--- src/rtl/turn_signal_if.sv ---
// Switch, tick and LED bundle between the 2 Hz
// divider, the switch panel and the turn-signal controller.
interface turn_signal_if #(
  parameter int LED_W = 4
);
  logic             tick_2hz;
  logic             left_sw;
  logic             right_sw;
  logic             hazard_sw;
  logic             brake;
  logic [LED_W-1:0] led_left;
  logic [LED_W-1:0] led_right;
  logic [1:0]       mode;
  logic [7:0]       blink_cnt;

  modport master (
    output tick_2hz, left_sw, right_sw,
    output hazard_sw, brake,
    input  led_left, led_right, mode, blink_cnt
  );

  modport slave (
    input  tick_2hz, left_sw, right_sw,
    input  hazard_sw, brake,
    output led_left, led_right, mode, blink_cnt
  );
endinterface

--- src/rtl/turn_signal_ctrl.sv ---
// Turn/hazard/brake arbitration and blink sequencing
// for the indicator LED banks, paced by the 2 Hz tick.
module turn_signal_ctrl #(
  parameter int LED_W    = 4,
  parameter int AUTO_OFF = 20
) (
  input  logic         clk,
  input  logic         rst,
  turn_signal_if.slave bus
);
  localparam logic [2:0] IDLE    = 3'd0;
  localparam logic [2:0] LEFT    = 3'd1;
  localparam logic [2:0] RIGHT   = 3'd2;
  localparam logic [2:0] HAZARD  = 3'd3;
  localparam logic [2:0] LOCKOUT = 3'd4;

  localparam bit         AUTO_EN  = (AUTO_OFF != 0);
  localparam logic [8:0] AUTO_LIM = 9'(AUTO_OFF);

  logic             s0_q, s1_q, s2_q;
  logic             rise;
  logic [2:0]       state_q, state_d, req;
  logic             phase_q, phase_d;
  logic [7:0]       cnt_q, cnt_d;
  logic [8:0]       inc;
  logic             blinking;
  logic [LED_W-1:0] ledl_q, ledl_d;
  logic [LED_W-1:0] ledr_q, ledr_d;
  logic [LED_W-1:0] on_v, brk_v;
  logic [1:0]       mode_q, mode_d;

  assign rise = s1_q & ~s2_q;
  assign inc  = {1'b0, cnt_q} + 9'd1;
  assign blinking = (state_q == LEFT) ||
                    (state_q == RIGHT) ||
                    (state_q == HAZARD);

  always_comb begin
    req = IDLE;
    if (bus.hazard_sw || (bus.left_sw && bus.right_sw))
      req = HAZARD;
    else if (bus.left_sw)
      req = LEFT;
    else if (bus.right_sw)
      req = RIGHT;
  end

  always_comb begin
    state_d = state_q;
    phase_d = phase_q;
    cnt_d   = cnt_q;
    if (state_q == LOCKOUT) begin
      if (req == HAZARD || req == IDLE)
        state_d = req;
    end else begin
      state_d = req;
    end
    // A state change swallows any rise on the same edge
    if (state_d != state_q) begin
      phase_d = 1'b1;
      cnt_d   = 8'd0;
    end else if (rise && blinking) begin
      phase_d = ~phase_q;
      if (!phase_q) begin
        cnt_d = inc[8] ? 8'hFF : inc[7:0];
        if (AUTO_EN && state_q != HAZARD &&
            inc == AUTO_LIM) begin
          state_d = LOCKOUT;
          cnt_d   = 8'd0;
          phase_d = 1'b1;
        end
      end
    end
  end

  always_comb begin
    on_v   = {LED_W{phase_d}};
    brk_v  = {LED_W{bus.brake}};
    ledl_d = brk_v;
    ledr_d = brk_v;
    unique case (state_d)
      LEFT:   ledl_d = on_v;
      RIGHT:  ledr_d = on_v;
      HAZARD: begin
        ledl_d = on_v;
        ledr_d = on_v;
      end
      default: ;
    endcase
    mode_d = (state_d == LOCKOUT) ? 2'b00
                                  : state_d[1:0];
  end

  always_ff @(posedge clk or posedge rst) begin
    if (rst) begin
      s0_q    <= 1'b0;
      s1_q    <= 1'b0;
      s2_q    <= 1'b0;
      state_q <= IDLE;
      phase_q <= 1'b1;
      cnt_q   <= 8'd0;
      ledl_q  <= '0;
      ledr_q  <= '0;
      mode_q  <= 2'b00;
    end else begin
      s0_q    <= bus.tick_2hz;
      s1_q    <= s0_q;
      s2_q    <= s1_q;
      state_q <= state_d;
      phase_q <= phase_d;
      cnt_q   <= cnt_d;
      ledl_q  <= ledl_d;
      ledr_q  <= ledr_d;
      mode_q  <= mode_d;
    end
  end

  assign bus.led_left  = ledl_q;
  assign bus.led_right = ledr_q;
  assign bus.mode      = mode_q;
  assign bus.blink_cnt = cnt_q;
endmodule

--- src/flat_wrapper.sv ---
// flat-port wrapper written by rule: the top's interface ports become plain ports
module turn_signal_ctrl_flat 
#(
  parameter int LED_W    = 4,
  parameter int AUTO_OFF = 20
)
  (clk, rst, bus_tick_2hz, bus_left_sw, bus_right_sw, bus_hazard_sw, bus_brake, bus_led_left, bus_led_right, bus_mode, bus_blink_cnt);
  turn_signal_if #(.LED_W(LED_W)) bus_i ();
  input  logic clk;
  input  logic rst;
  input wire logic [$bits(bus_i.tick_2hz)-1:0] bus_tick_2hz;
  input wire logic [$bits(bus_i.left_sw)-1:0] bus_left_sw;
  input wire logic [$bits(bus_i.right_sw)-1:0] bus_right_sw;
  input wire logic [$bits(bus_i.hazard_sw)-1:0] bus_hazard_sw;
  input wire logic [$bits(bus_i.brake)-1:0] bus_brake;
  output wire logic [$bits(bus_i.led_left)-1:0] bus_led_left;
  output wire logic [$bits(bus_i.led_right)-1:0] bus_led_right;
  output wire logic [$bits(bus_i.mode)-1:0] bus_mode;
  output wire logic [$bits(bus_i.blink_cnt)-1:0] bus_blink_cnt;
  assign bus_i.tick_2hz = bus_tick_2hz;
  assign bus_i.left_sw = bus_left_sw;
  assign bus_i.right_sw = bus_right_sw;
  assign bus_i.hazard_sw = bus_hazard_sw;
  assign bus_i.brake = bus_brake;
  assign bus_led_left = bus_i.led_left;
  assign bus_led_right = bus_i.led_right;
  assign bus_mode = bus_i.mode;
  assign bus_blink_cnt = bus_i.blink_cnt;
  turn_signal_ctrl #(.LED_W(LED_W), .AUTO_OFF(AUTO_OFF)) u_core (.clk(clk), .rst(rst), .bus(bus_i));
endmodule
--- config.mk ---
export PLATFORM = sky130hd
export DESIGN_NAME = turn_signal_ctrl_flat
export DESIGN_NICKNAME = d
export VERILOG_FILES = /design/src/rtl/turn_signal_if.sv /design/src/rtl/turn_signal_ctrl.sv /design/src/flat_wrapper.sv
export SDC_FILE = /design/constraint.sdc
export NUM_CORES = 1
export LEC_CHECK = 0
export BUFFER_PORTS_ARGS = -buffer_cell sky130_fd_sc_hd__buf_2
export CAP_MARGIN = 20
export CORE_MARGIN = 1
export CORE_UTILIZATION = 48
export CTS_CLUSTER_DIAMETER = 120
export DETAILED_ROUTE_END_ITERATION = 16
export PLACE_DENSITY_LB_ADDON = 0.15
export SYNTH_ARGS = -nofsm -noshare
export SYNTH_HDL_FRONTEND = slang
export SYNTH_SLANG_ARGS = --single-unit
--- constraint.sdc ---
create_clock -name clk -period 1.7 [get_ports clk]
set_input_delay 0.34 -clock clk [delete_from_list [all_inputs] [get_ports clk]]
set_output_delay 0.34 -clock clk [all_outputs]
set_load 0.1 [all_outputs]
==> key figures, run 1 <==
Timing
  – Max-slew violation count: 0
  – Setup repair after global routing missed its margin: true
  – Highest attainable clock frequency: 575 MHz
  – Hold Fails Final Rpt: 0
  – Max_slew headroom: 67.9%
  – Worst-Margin Slew: 0.485 ns
  – Setup slack after layout: -0.0406 ns
  – Final min period: 1.74 ns
  – Setup-failing EPs final: 7
  – Final worst-path cycle share: 102%
  – Skew final: 0.00698 ns

Final layout
  – Antenna fix cells: 0
  – Filler Cell Count: 160
  – Number of nets in the finished design: 180
  – Area added between synthesis and finish: 44.3%
  – Share of final-layout standard cells stronger than drive strength 1: 58.8%
  – Core Util, Final: 75.7%

GRT
  – Total routing usage reported by global routing: 25.8%
  – Wire length of the first global-routing pass: 5060 um
  – Via count of the first global-routing pass: 1160
  – Congestion Overflow GR: 0
  – Maximum number of pins on one net before global-route repair: 20
  – Number of antenna violations at the first check in global routing: 0

Critical path
  – R2R Path End: u_core.state_q[2]$_DFF_PP0_
  – Path depth of the worst reg2reg path: 7
  – Startpoint of the worst register-to-register path: u_core.state_q[2]$_DFF_PP0_
  – Critical path capture point type: flop
  – Worst Path Arrival: 1.93 ns
  – Flop2flop setup slack: -0.04 ns
  – Origin of the worst setup path: u_core.state_q[2]$_DFF_PP0_
  – CP Max Fanout: 8
  – Endpoint required time on the critical path: 1.89 ns
  – Start-to-end type of the worst setup path: reg -> reg
  – Kind of start point of the critical path: flop
  – Crit path to: u_core.state_q[2]$_DFF_PP0_

Floorplan
  – Chip Width: 51.9 um
  – DIE HEIGHT: 51.9 um
  – Core area: 0.00228 mm2
  – Initial standard-cell utilization of the core: 52.4%
  – Total die area: 0.00269 mm2
  – Number of I/O pins: 25
  – Number of placement rows: 17

Clock tree
  – Buffer levels on the longest clock path: 2
  – Clock Sink Count: 19
  – Post-CTS clock slew at the launch and capture registers of the worst setup and hold paths: 0.12 ns
  – Clk Latency, worst-skew pair: 0.30 ns
  – Number of H-tree branching levels: 1
  – TritonCTS clock tree: done
  – Number of buffers inserted by hold repair at cts: 0
  – Number of clock buffers inserted by TritonCTS: 3
  – Master cell of the clock root buffer: clkbuf_4

Synth
  – Prevailing post-synth register cell: dfrtp_1
  – Cell area after synthesis: 0.00119 mm2
  – Total of warnings raised by yosys: 0
  – Async set-reset flop share out of synthesis: 100%
  – Number of flops mapped to enable cells by yosys: 0
  – Synthesized instance count: 129
  – Syn avg cell area: 9.25 um2
  – Sequential-to-total area share from yosys stat: 39.9%
  – Proportion of netlist area held by the largest area contributor: 37.7%
  – Library cell occupying the most area in the post-synthesis netlist: dfrtp_1
  – Total nets after synthesis: 138
  – Flip-flop and latch count after synthesis: 19
  – Area contributors post-synth: dfrtp_1, a21oi_1, buf_4, nand2_1, a211oi_1
  – Cell variety after synth: 46

Routing
  – DR vias/cell: 6.13
  – Antenna viol nets, final: 0
  – Routed vias: 1213
  – Overall routed net length: 3320 um
  – Initial DRC count: 49
  – Remaining design rule violation count: 0
  – Drt pass-1 iters: 4
  – Final routed wire length divided by cell count: 16.8 um

Run status
  – Violations in the final reports: setup timing
  – Outcome: finished with violations

Power and ir drop
  – Sequential power share: 47.7%
  – Share of total power in the clock network: 23.3%
  – Power Dens Cells: 587 mW/mm2
  – Switching Share: 37.6%
  – Logic pwr share: 29.0%
  – Power spent charging and discharging nets: 380 uW
  – Internal Dissipation: 631 uW
  – PnR Total Power: 1.01 mW
  – Peak supply drop: 635 uV
  – LEAKAGE: 0.705 nW

Place
  – Global placer's final weighted congestion: 0.877
  – Sum of net half-perimeters after detailed placement: 2110 um
  – I/O Buffers: 24
  – Setup slack after placement: -0.0455 ns

Min path
  – Path class of the lowest-slack min-delay path: in -> async

Run
  – Count of maximum capacitance violations: 0
==> layer usage <==
layer	share of wire, %	GRT usage [%]	vias to the layer above
met4	1.5	12.6	0
met5	0	0	-
met2	48	40.4	58
met3	7.0	4.39	6
met1	44	34.0	589
li1	-	-	560
==> registers in the layout, indices dropped and copies added, names as in the netlist <==
name and flops:
u_core.state_q 3, u_core.bus.led_left 1, u_core.s0_q 1, u_core.s1_q 1, u_core.bus.blink_cnt 8, u_core.bus.led_right 1, u_core.s2_q 1, u_core.bus.mode 2
u_core.phase_q 1
==> worst min-delay path by stage <==
stage	from	end	cells past startpoint
detailed placement	u_core.s0_q$_DFF_PP0_	u_core.s1_q$_DFF_PP0_	0
global route	rst	u_core.bus.mode[0]$_DFF_PP0_	3
CTS	rst	u_core.bus.blink_cnt[4]$_DFFE_PP0P_	3
global placement	u_core.s0_q$_DFF_PP0_	u_core.s1_q$_DFF_PP0_	0
finish	rst	u_core.bus.blink_cnt[4]$_DFFE_PP0P_	3
floorplan	rst	u_core.bus.blink_cnt[0]$_DFFE_PP0P_	1
==> per-stage QoR <==
| stage | hold WS [ns] | cell area [um2] | cells | setup TNS (ns) |
|---|---|---|---|---|
| after floorplan | 0.290 | 1280 | 129 | -0.962 |
| after CTS | 0.0475 | 1630 | 197 | -0.0289 |
| after global routing | 0.0782 | 1720 | 198 | -0.968 |
| final | 0.0397 | 1720 | 198 | -0.151 |
| after global placement | 0.338 | 1500 | 191 | -0.0708 |
| after detailed placement | 0.337 | 1500 | 191 | -0.169 |
==> cell usage after synthesis (2+ instances only) <==
cell type	count
a211oi_1	4
a21o_1	2
a21oi_1	15
a31oi_1	3
and2_1	2
and3_1	4
buf_2	3
buf_4	8
buf_6	2
dfrtp_1	18
ha_1	2
inv_1	3
nand2_1	11
nand3_1	4
nand3b_1	3
nand4_1	2
nor2_1	7
nor3_1	2
nor4_1	3
o211ai_1	2
o41ai_1	2
xor2_1	3
==> logic make-up (layout without fill, tap and decap cells) <==
| kind of cell | count (synthesis) | count (layout) | synth area share, % |
|---|---|---|---|
| xor+xnor | 3 | 3 | 2.20 |
| buf+inv | 18 | 59 | 9.85 |
| flops | 19 | 19 | 39.9 |
| compound gates | 37 | 37 | 20.3 |
| simple gates | 50 | 50 | 25.6 |
| fa+ha+maj | 2 | 2 | 2.10 |
==> timing repair <==
item | in CTS | in global routing
pin swaps | 14 | 15
buffers inserted | 2 | 1
resized for setup | 16 | 19
gates cloned | 0 | 0
setup endpoints to repair | 8 | 17
==> power groups by stage <==
stage | combinational (mW) | clock [mW] | sequential (mW)
6_report | 0.293 | 0.236 | 0.483
2_1_floorplan | 0.184 | 0 | 0.539
3_3_place_gp | 0.268 | 0 | 0.489
3_5_place_dp | 0.271 | 0 | 0.490
4_1_cts | 0.281 | 0.237 | 0.481
5_1_grt | 0.307 | 0.259 | 0.485
==> area by class of cell <==
type,count,area [um2],share of cell area [%]
clock buffers,4,26.3,1.53
multi-input cells,92,805,46.7
flip-flops and latches,19,502,29.1
inverters,3,11.3,0.654
well taps,28,35.0,2.03
repair buffers,52,344,20.0
==> critical path, cell delays in order (launching register included) <==
cell and delay [ns]:
dfrtp_2 0.49, buf_6 0.13, nand3b_1 0.14, a2bb2oi_2 0.14, o31a_1 0.31, nor2_1 0.09
buf_4 0.17, a21o_1 0.17
==> cell usage in the layout (no fill, tap or decap), types with 2 or more instances in the layout <==
| cell | instances |
|---|---|
| buf_6 | 3 |
| dfrtp_4 | 5 |
| o211ai_1 | 2 |
| a31oi_1 | 2 |
| nand2_1 | 10 |
| inv_1 | 3 |
| and2_1 | 2 |
| and3_4 | 2 |
| clkbuf_4 | 4 |
| dfrtp_1 | 8 |
| xor2_1 | 2 |
| buf_2 | 23 |
| and3_1 | 2 |
| dfrtp_2 | 5 |
| buf_4 | 25 |
| a21o_1 | 2 |
| a211oi_2 | 4 |
| nor2_1 | 5 |
| o41ai_2 | 2 |
| nand4_1 | 2 |
| nor4_4 | 2 |
| nand3b_1 | 3 |
| nor2_2 | 2 |
| a21oi_1 | 12 |
| a21oi_2 | 4 |
| nand3_1 | 3 |
Power figures use the tool's default switching activity.
==> inputs of run 2 (changes only) <==
--- a/config.mk
+++ b/config.mk
@@ -7,11 +7,13 @@
 export LEC_CHECK = 0
 export BUFFER_PORTS_ARGS = -buffer_cell sky130_fd_sc_hd__buf_2
 export CAP_MARGIN = 20
+export CORE_ASPECT_RATIO = 0.7
 export CORE_MARGIN = 1
 export CORE_UTILIZATION = 48
 export CTS_CLUSTER_DIAMETER = 120
 export DETAILED_ROUTE_END_ITERATION = 16
-export PLACE_DENSITY_LB_ADDON = 0.15
+export PLACE_DENSITY = 0.84
 export SYNTH_ARGS = -nofsm -noshare
 export SYNTH_HDL_FRONTEND = slang
 export SYNTH_SLANG_ARGS = --single-unit
+export TNS_END_PERCENT = 50
==> key figures, run 2 (same netlist as run 1, synthesis figures left out) <==
Run status
  – Outcome: finished with violations
  – Violations in the final reports: setup timing

Critical path
  – Endpoint required time on the critical path: 1.89 ns (about the same)
  – Flop2flop setup slack: -0.13 ns (-0.08 ns)
  – Worst Path Arrival: 2.02 ns (+0.09 ns)
  – Kind of start point of the critical path: flop
  – R2R Path End: u_core.bus.led_left[2]$_DFF_PP0_
  – Critical path capture point type: flop
  – CP Max Fanout: 5 (-3)
  – Start-to-end type of the worst setup path: reg -> reg
  – Path depth of the worst reg2reg path: 6 (-1)
  – Startpoint of the worst register-to-register path: u_core.state_q[2]$_DFF_PP0_

Power and ir drop
  – Peak supply drop: 515 uV (-19%)
  – Logic pwr share: 29.2% (+0.2 points)
  – Internal Dissipation: 628 uW (-0.60%)
  – Share of total power in the clock network: 23.2% (about the same)
  – Power spent charging and discharging nets: 388 uW (+2.1%)
  – LEAKAGE: 0.685 nW (-2.8%)
  – Sequential power share: 47.6% (about the same)
  – Switching Share: 38.2% (+0.64 points)
  – Power Dens Cells: 606 mW/mm2 (+3.2%)

Floorplan
  – Core area: 0.00224 mm2 (-1.5%)
  – DIE HEIGHT: 43.7 um (-16%)
  – Number of I/O pins: 25 (unchanged)
  – Initial standard-cell utilization of the core: 53.2% (+0.79 points)
  – Total die area: 0.00269 mm2 (+0.12%)
  – Number of placement rows: 14 (-3)
  – Chip Width: 61.6 um (+19%)

Timing
  – Max-slew violation count: 0 (unchanged)
  – Max_slew headroom: 67.5% (-0.39 points)
  – Final worst-path cycle share: 107% (+5.0 points)
  – Skew final: 0.000857 ns (-0.00612 ns)
  – Setup repair after global routing missed its margin: true
  – Setup slack after layout: -0.125 ns (-0.0845 ns)
  – Setup-failing EPs final: 8 (+1)
  – Highest attainable clock frequency: 548 MHz (-4.6%)
  – TNS Setup: -0.377 ns (-0.227 ns)
  – Hold Fails Final Rpt: 0 (unchanged)
  – Final min period: 1.83 ns (+0.0845 ns)
  – Worst-Margin Slew: 0.491 ns (+0.00584 ns)

Run
  – Count of maximum capacitance violations: 0 (unchanged)

Routing
  – Antenna viol nets, final: 0 (unchanged)
  – DR vias/cell: 6.25 (+2.0%)
  – Routed vias: 1231 (+1.5%)
  – Remaining design rule violation count: 0 (unchanged)
  – Final routed wire length divided by cell count: 17.8 um (+6.2%)
  – Initial DRC count: 91 (+86%)
  – Drt pass-1 iters: 4 (unchanged)
  – Overall routed net length: 3500 um (+5.6%)

GRT
  – Wire length of the first global-routing pass: 5070 um (+0.14%)
  – Total routing usage reported by global routing: 26.5% (+0.69 points)
  – Number of antenna violations at the first check in global routing: 0 (unchanged)
  – Maximum number of pins on one net before global-route repair: 20 (unchanged)
  – Via count of the first global-routing pass: 1052 (-9.3%)
  – Congestion Overflow GR: 0 (unchanged)

Final layout
  – Number of nets in the finished design: 175 (-2.8%)
  – Share of final-layout standard cells stronger than drive strength 1: 53.9% (-4.9 points)
  – Commonest non-fill, non-tap cell in the layout: buf_2
  – Antenna fix cells: 0 (unchanged)
  – Core Util, Final: 74.8% (-0.92 points)
  – Area added between synthesis and finish: 40.5%
  – Commonest cells after routing, fill and taps aside: buf_2, buf_4, a21oi_1
  – Number of flip-flops under the largest register name: 8 (unchanged)

Place
  – Global placer's final weighted congestion: 0.894 (+1.9%)
  – I/O Buffers: 24 (unchanged)
  – Sum of net half-perimeters after detailed placement: 2200 um (+4.2%)

Clock tree
  – TritonCTS clock tree: done
  – Buffer levels on the longest clock path: 2 (unchanged)
  – Post-CTS clock slew at the launch and capture registers of the worst setup and hold paths: 0.11 ns (about the same)
  – Number of buffers inserted by hold repair at cts: 0 (unchanged)
  – Number of clock buffers inserted by TritonCTS: 3 (unchanged)
  – Clock Sink Count: 19 (unchanged)
  – Number of H-tree branching levels: 1 (unchanged)
  – Master cell of the clock root buffer: clkbuf_4
  – Clk Latency, worst-skew pair: 0.31 ns (about the same)

Min path
  – Path class of the lowest-slack min-delay path: in -> async
run 2: worst max-delay path by stage:
stage | from | to | cells past startpoint
2_1_floorplan | u_core.bus.blink_cnt[0]$_DFFE_PP0P_ | u_core.bus.led_left[2]$_DFF_PP0_ | 6
3_3_place_gp | bus_right_sw | u_core.bus.led_left[2]$_DFF_PP0_ | 6
3_5_place_dp | u_core.bus.blink_cnt[1]$_DFFE_PP0P_ | u_core.bus.led_left[2]$_DFF_PP0_ | 6
4_1_cts | u_core.state_q[1]$_DFF_PP0_ | u_core.state_q[2]$_DFF_PP0_ | 7
5_1_grt | u_core.state_q[2]$_DFF_PP0_ | u_core.bus.led_left[2]$_DFF_PP0_ | 6
6_report | u_core.state_q[2]$_DFF_PP0_ | u_core.bus.led_left[2]$_DFF_PP0_ | 6
run 2: critical path, cell delays in order (launching register included):
cell	delay (ns)
dfrtp_2	0.47
buf_6	0.14
nor2_1	0.16
nand3b_1	0.19
o21a_2	0.27
o41ai_2	0.36
a21oi_1	0.12
run 2: per-layer routing:
layer  wire, um  track usage (%)
met1       1470             38.2
met2       1530             38.9
met3        393             8.06
met4        109             6.22
met5          0                0
run 2: repair_timing:
action,in CTS,in global routing
setup buffers,2,5
pin swaps,7,5
gates resized for setup,11,29
setup endpoints to repair,14,15
run 2: power by group through the flow:
stage	registers (mW)	logic, mW	clock network (mW)
after CTS	0.481	0.272	0.240
after detailed placement	0.490	0.270	0
final	0.483	0.297	0.236
after global placement	0.488	0.265	0
after global routing	0.486	0.311	0.262
after floorplan	0.539	0.184	0
run 2: cell type report:
class	count	area (um2)
Clock buffer	3	22.5
Clock inverter	1	5.00
Fill cell	156	566
Inverter	3	11.3
Multi-Input combinational cell	92	788
Sequential cell	19	498
Tap cell	32	40.0
Timing Repair Buffer	47	312
run 2: metrics by stage:
stage	total power [mW]	setup WS (ns)	instances	cell area [um2]	hold WS [ns]
final	1.02	-0.125	197	1680	0.0320
after global routing	1.06	-0.210	197	1680	0.0610
after CTS	0.993	-0.0334	192	1500	0.0393
after detailed placement	0.760	-0.153	186	1410	0.341
after global placement	0.754	-0.0197	186	1410	0.341
after floorplan	0.723	-0.193	129	1240	0.290
==> inputs of run 3 (changes only) <==
--- a/config.mk
+++ b/config.mk
@@ -6,13 +6,13 @@
 export NUM_CORES = 1
 export LEC_CHECK = 0
 export BUFFER_PORTS_ARGS = -buffer_cell sky130_fd_sc_hd__buf_2
-export CAP_MARGIN = 20
 export CORE_ASPECT_RATIO = 0.7
 export CORE_MARGIN = 1
-export CORE_UTILIZATION = 48
+export CORE_UTILIZATION = 50
+export CTS_BUF_LIST = sky130_fd_sc_hd__clkbuf_2
 export CTS_CLUSTER_DIAMETER = 120
 export DETAILED_ROUTE_END_ITERATION = 16
-export PLACE_DENSITY = 0.84
+export PLACE_DENSITY = 0.87
 export SYNTH_ARGS = -nofsm -noshare
 export SYNTH_HDL_FRONTEND = slang
 export SYNTH_SLANG_ARGS = --single-unit
==> key figures, run 3 (same netlist as run 1, synthesis figures left out) <==
Run status
  – Violations in the final reports: setup timing
  – Outcome: finished with violations

Floorplan
  – Total die area: 0.00259 mm2 (-3.8%)
  – Chip Width: 60.4 um (-1.9%)
  – DIE HEIGHT: 42.9 um (-1.9%)
  – Core area: 0.00221 mm2 (-1.6%)
  – Number of placement rows: 14 (unchanged)
  – Number of I/O pins: 25 (unchanged)
  – Initial standard-cell utilization of the core: 54.1% (+0.85 points)

Clock tree
  – Master cell of the clock root buffer: clkbuf_2
  – Number of H-tree branching levels: 1 (unchanged)
  – Number of buffers inserted by hold repair at cts: 0 (unchanged)
  – Post-CTS clock slew at the launch and capture registers of the worst setup and hold paths: 0.16 ns (+0.05 ns)
  – TritonCTS clock tree: done
  – Clk Latency, worst-skew pair: 0.31 ns (about the same)
  – Buffer levels on the longest clock path: 2 (unchanged)
  – Number of clock buffers inserted by TritonCTS: 3 (unchanged)
  – Clock Sink Count: 19 (unchanged)

Final layout
  – Area added between synthesis and finish: 42.7%
  – Commonest cells after routing, fill and taps aside: buf_2, buf_4, nand2_1, a21oi_1, dfrtp_1
  – Number of nets in the finished design: 179 (+2.3%)
  – Commonest non-fill, non-tap cell in the layout: buf_2
  – Number of flip-flops under the largest register name: 8 (unchanged)
  – Antenna fix cells: 0 (unchanged)
  – Share of final-layout standard cells stronger than drive strength 1: 56.8% (+2.9 points)
  – Core Util, Final: 77.2% (+2.4 points)
  – Filler Cell Count: 148 (-5.1%)

GRT
  – Maximum number of pins on one net before global-route repair: 20 (unchanged)
  – Wire length of the first global-routing pass: 5250 um (+3.5%)
  – Via count of the first global-routing pass: 1141 (+8.5%)
  – Number of antenna violations at the first check in global routing: 0 (unchanged)
  – Total routing usage reported by global routing: 27.8% (+1.4 points)
  – Congestion Overflow GR: 0 (unchanged)

Timing
  – Worst-Margin Slew: 0.488 ns (-0.00358 ns)
  – Skew final: 0.0123 ns (+0.0114 ns)
  – Setup-failing EPs final: 12 (+4)
  – TNS Setup: -0.826 ns (-0.448 ns)
  – Hold Fails Final Rpt: 0 (unchanged)
  – Setup repair after global routing missed its margin: true
  – Highest attainable clock frequency: 521 MHz (-4.8%)
  – Final worst-path cycle share: 113% (+5.5 points)
  – Setup slack after layout: -0.218 ns (-0.0927 ns)
  – Max-slew violation count: 0 (unchanged)
  – Max_slew headroom: 67.7% (+0.24 points)
  – Final min period: 1.92 ns (+0.0927 ns)

Critical path
  – Critical path capture point type: flop
  – Endpoint required time on the critical path: 1.94 ns (+0.05 ns)
  – CP Max Fanout: 5 (unchanged)
  – Kind of start point of the critical path: flop
  – Worst Path Arrival: 2.16 ns (+0.14 ns)
  – Start-to-end type of the worst setup path: reg -> reg
  – Flop2flop setup slack: -0.22 ns (-0.09 ns)

Routing
  – Wire length on met3: 379 um (-3.6%)
  – Uppermost signal routing layer after detailed routing: met4
  – Initial DRC count: 76 (-16%)
  – Overall routed net length: 3820 um (+8.9%)
  – Drt pass-1 iters: 4 (unchanged)
  – Final routed wire length divided by cell count: 19.0 um (+6.7%)
  – Routed vias: 1247 (+1.3%)
  – Wire length on met1: 1530 um (+3.6%)
  – Routed met2 length: 1790 um (+17%)
  – Remaining design rule violation count: 0 (unchanged)
  – Antenna viol nets, final: 0 (unchanged)
  – DR vias/cell: 6.20 (-0.72%)

Place
  – I/O Buffers: 24 (unchanged)
  – Global placer's final weighted congestion: 0.919 (+2.8%)
  – Sum of net half-perimeters after detailed placement: 2210 um (+0.54%)

Min path
  – Path class of the lowest-slack min-delay path: in -> async

Run
  – Count of maximum capacitance violations: 0 (unchanged)

Power and ir drop
  – Power Dens Cells: 578 mW/mm2 (-4.7%)
  – PnR Total Power: 984 uW (-3.2%)
  – LEAKAGE: 0.702 nW (+2.4%)
  – Peak supply drop: 456 uV (-11%)
-- run 3: changes by cell type in the layout (fill, tap and decap cells not counted), sizes merged --
cell | before | now
clkinv | 1 | 0
buf | 47 | 49
clkbuf | 3 | 6
-- run 3: repair_timing --
| item | CTS | global route |
|---|---|---|
| endpoints found under the hold margin | 0 | 0 |
| pin swaps | 5 | 16 |
| buffers inserted | 4 | 2 |
| resized for setup | 17 | 26 |
| endpoints found under the setup margin | 14 | 18 |
-- run 3: power by group --
| part | internal, mW | switching, mW | total, mW |
|---|---|---|---|
| combinational | 0.0772 | 0.233 | 0.310 |
| sequential | 0.469 | 0.0142 | 0.483 |
| clock | 0.0623 | 0.129 | 0.191 |
| total | 0.608 | 0.375 | 0.984 |
-- run 3: per-stage QoR --
| stage | worst slack [ns] | hold slack, ns | std cells | cell area [um2] |
|---|---|---|---|---|
| after detailed placement | -0.146 | 0.342 | 191 | 1450 |
| final | -0.218 | 0.00707 | 201 | 1700 |
| after floorplan | -0.193 | 0.290 | 129 | 1240 |
| after global placement | -0.0230 | 0.337 | 191 | 1450 |
| after CTS | -0.0398 | 0.0213 | 199 | 1570 |
| after global routing | -0.231 | 0.0211 | 201 | 1700 |
-- run 3: layer usage --
metal  global-route usage [%]  vias up
li1                         -      551
met4                     10.7        0
met1                     38.0      585
met3                     7.01       16
met5                        0        -
met2                     42.0       95
-- run 3: final timing paths --
check                                             from                                  end  cells after the start
setup / recovery           u_core.state_q[1]$_DFF_PP0_     u_core.bus.led_left[2]$_DFF_PP0_                      6
hold / removal                                     rst  u_core.bus.blink_cnt[3]$_DFFE_PP0P_                      3
setup reg to reg           u_core.state_q[1]$_DFF_PP0_     u_core.bus.led_left[2]$_DFF_PP0_                      6
hold reg to reg                  u_core.s0_q$_DFF_PP0_                u_core.s1_q$_DFF_PP0_                      0
max in group asynchronous                          rst             u_core.phase_q$_DFF_PP1_                      3
min in group clk                          bus_tick_2hz                u_core.s0_q$_DFF_PP0_                      1
-- run 3: area by class of cell --
cell class	instances	area, um2	area share, %
repair buffers	51	350	20.6
clock buffers	4	20.0	1.18
flip-flops and latches	19	498	29.2
multi-input cells	92	783	46.0
well taps	32	40.0	2.35
inverters	3	11.3	0.661
-- run 3: worst max-delay path: stages (launching register included) --
cell and delay [ns]:
dfrtp_2 0.50, buf_6 0.15, or4b_4 0.51, a21oi_2 0.20, o21a_2 0.20, o41ai_2 0.09, a21oi_1 0.19
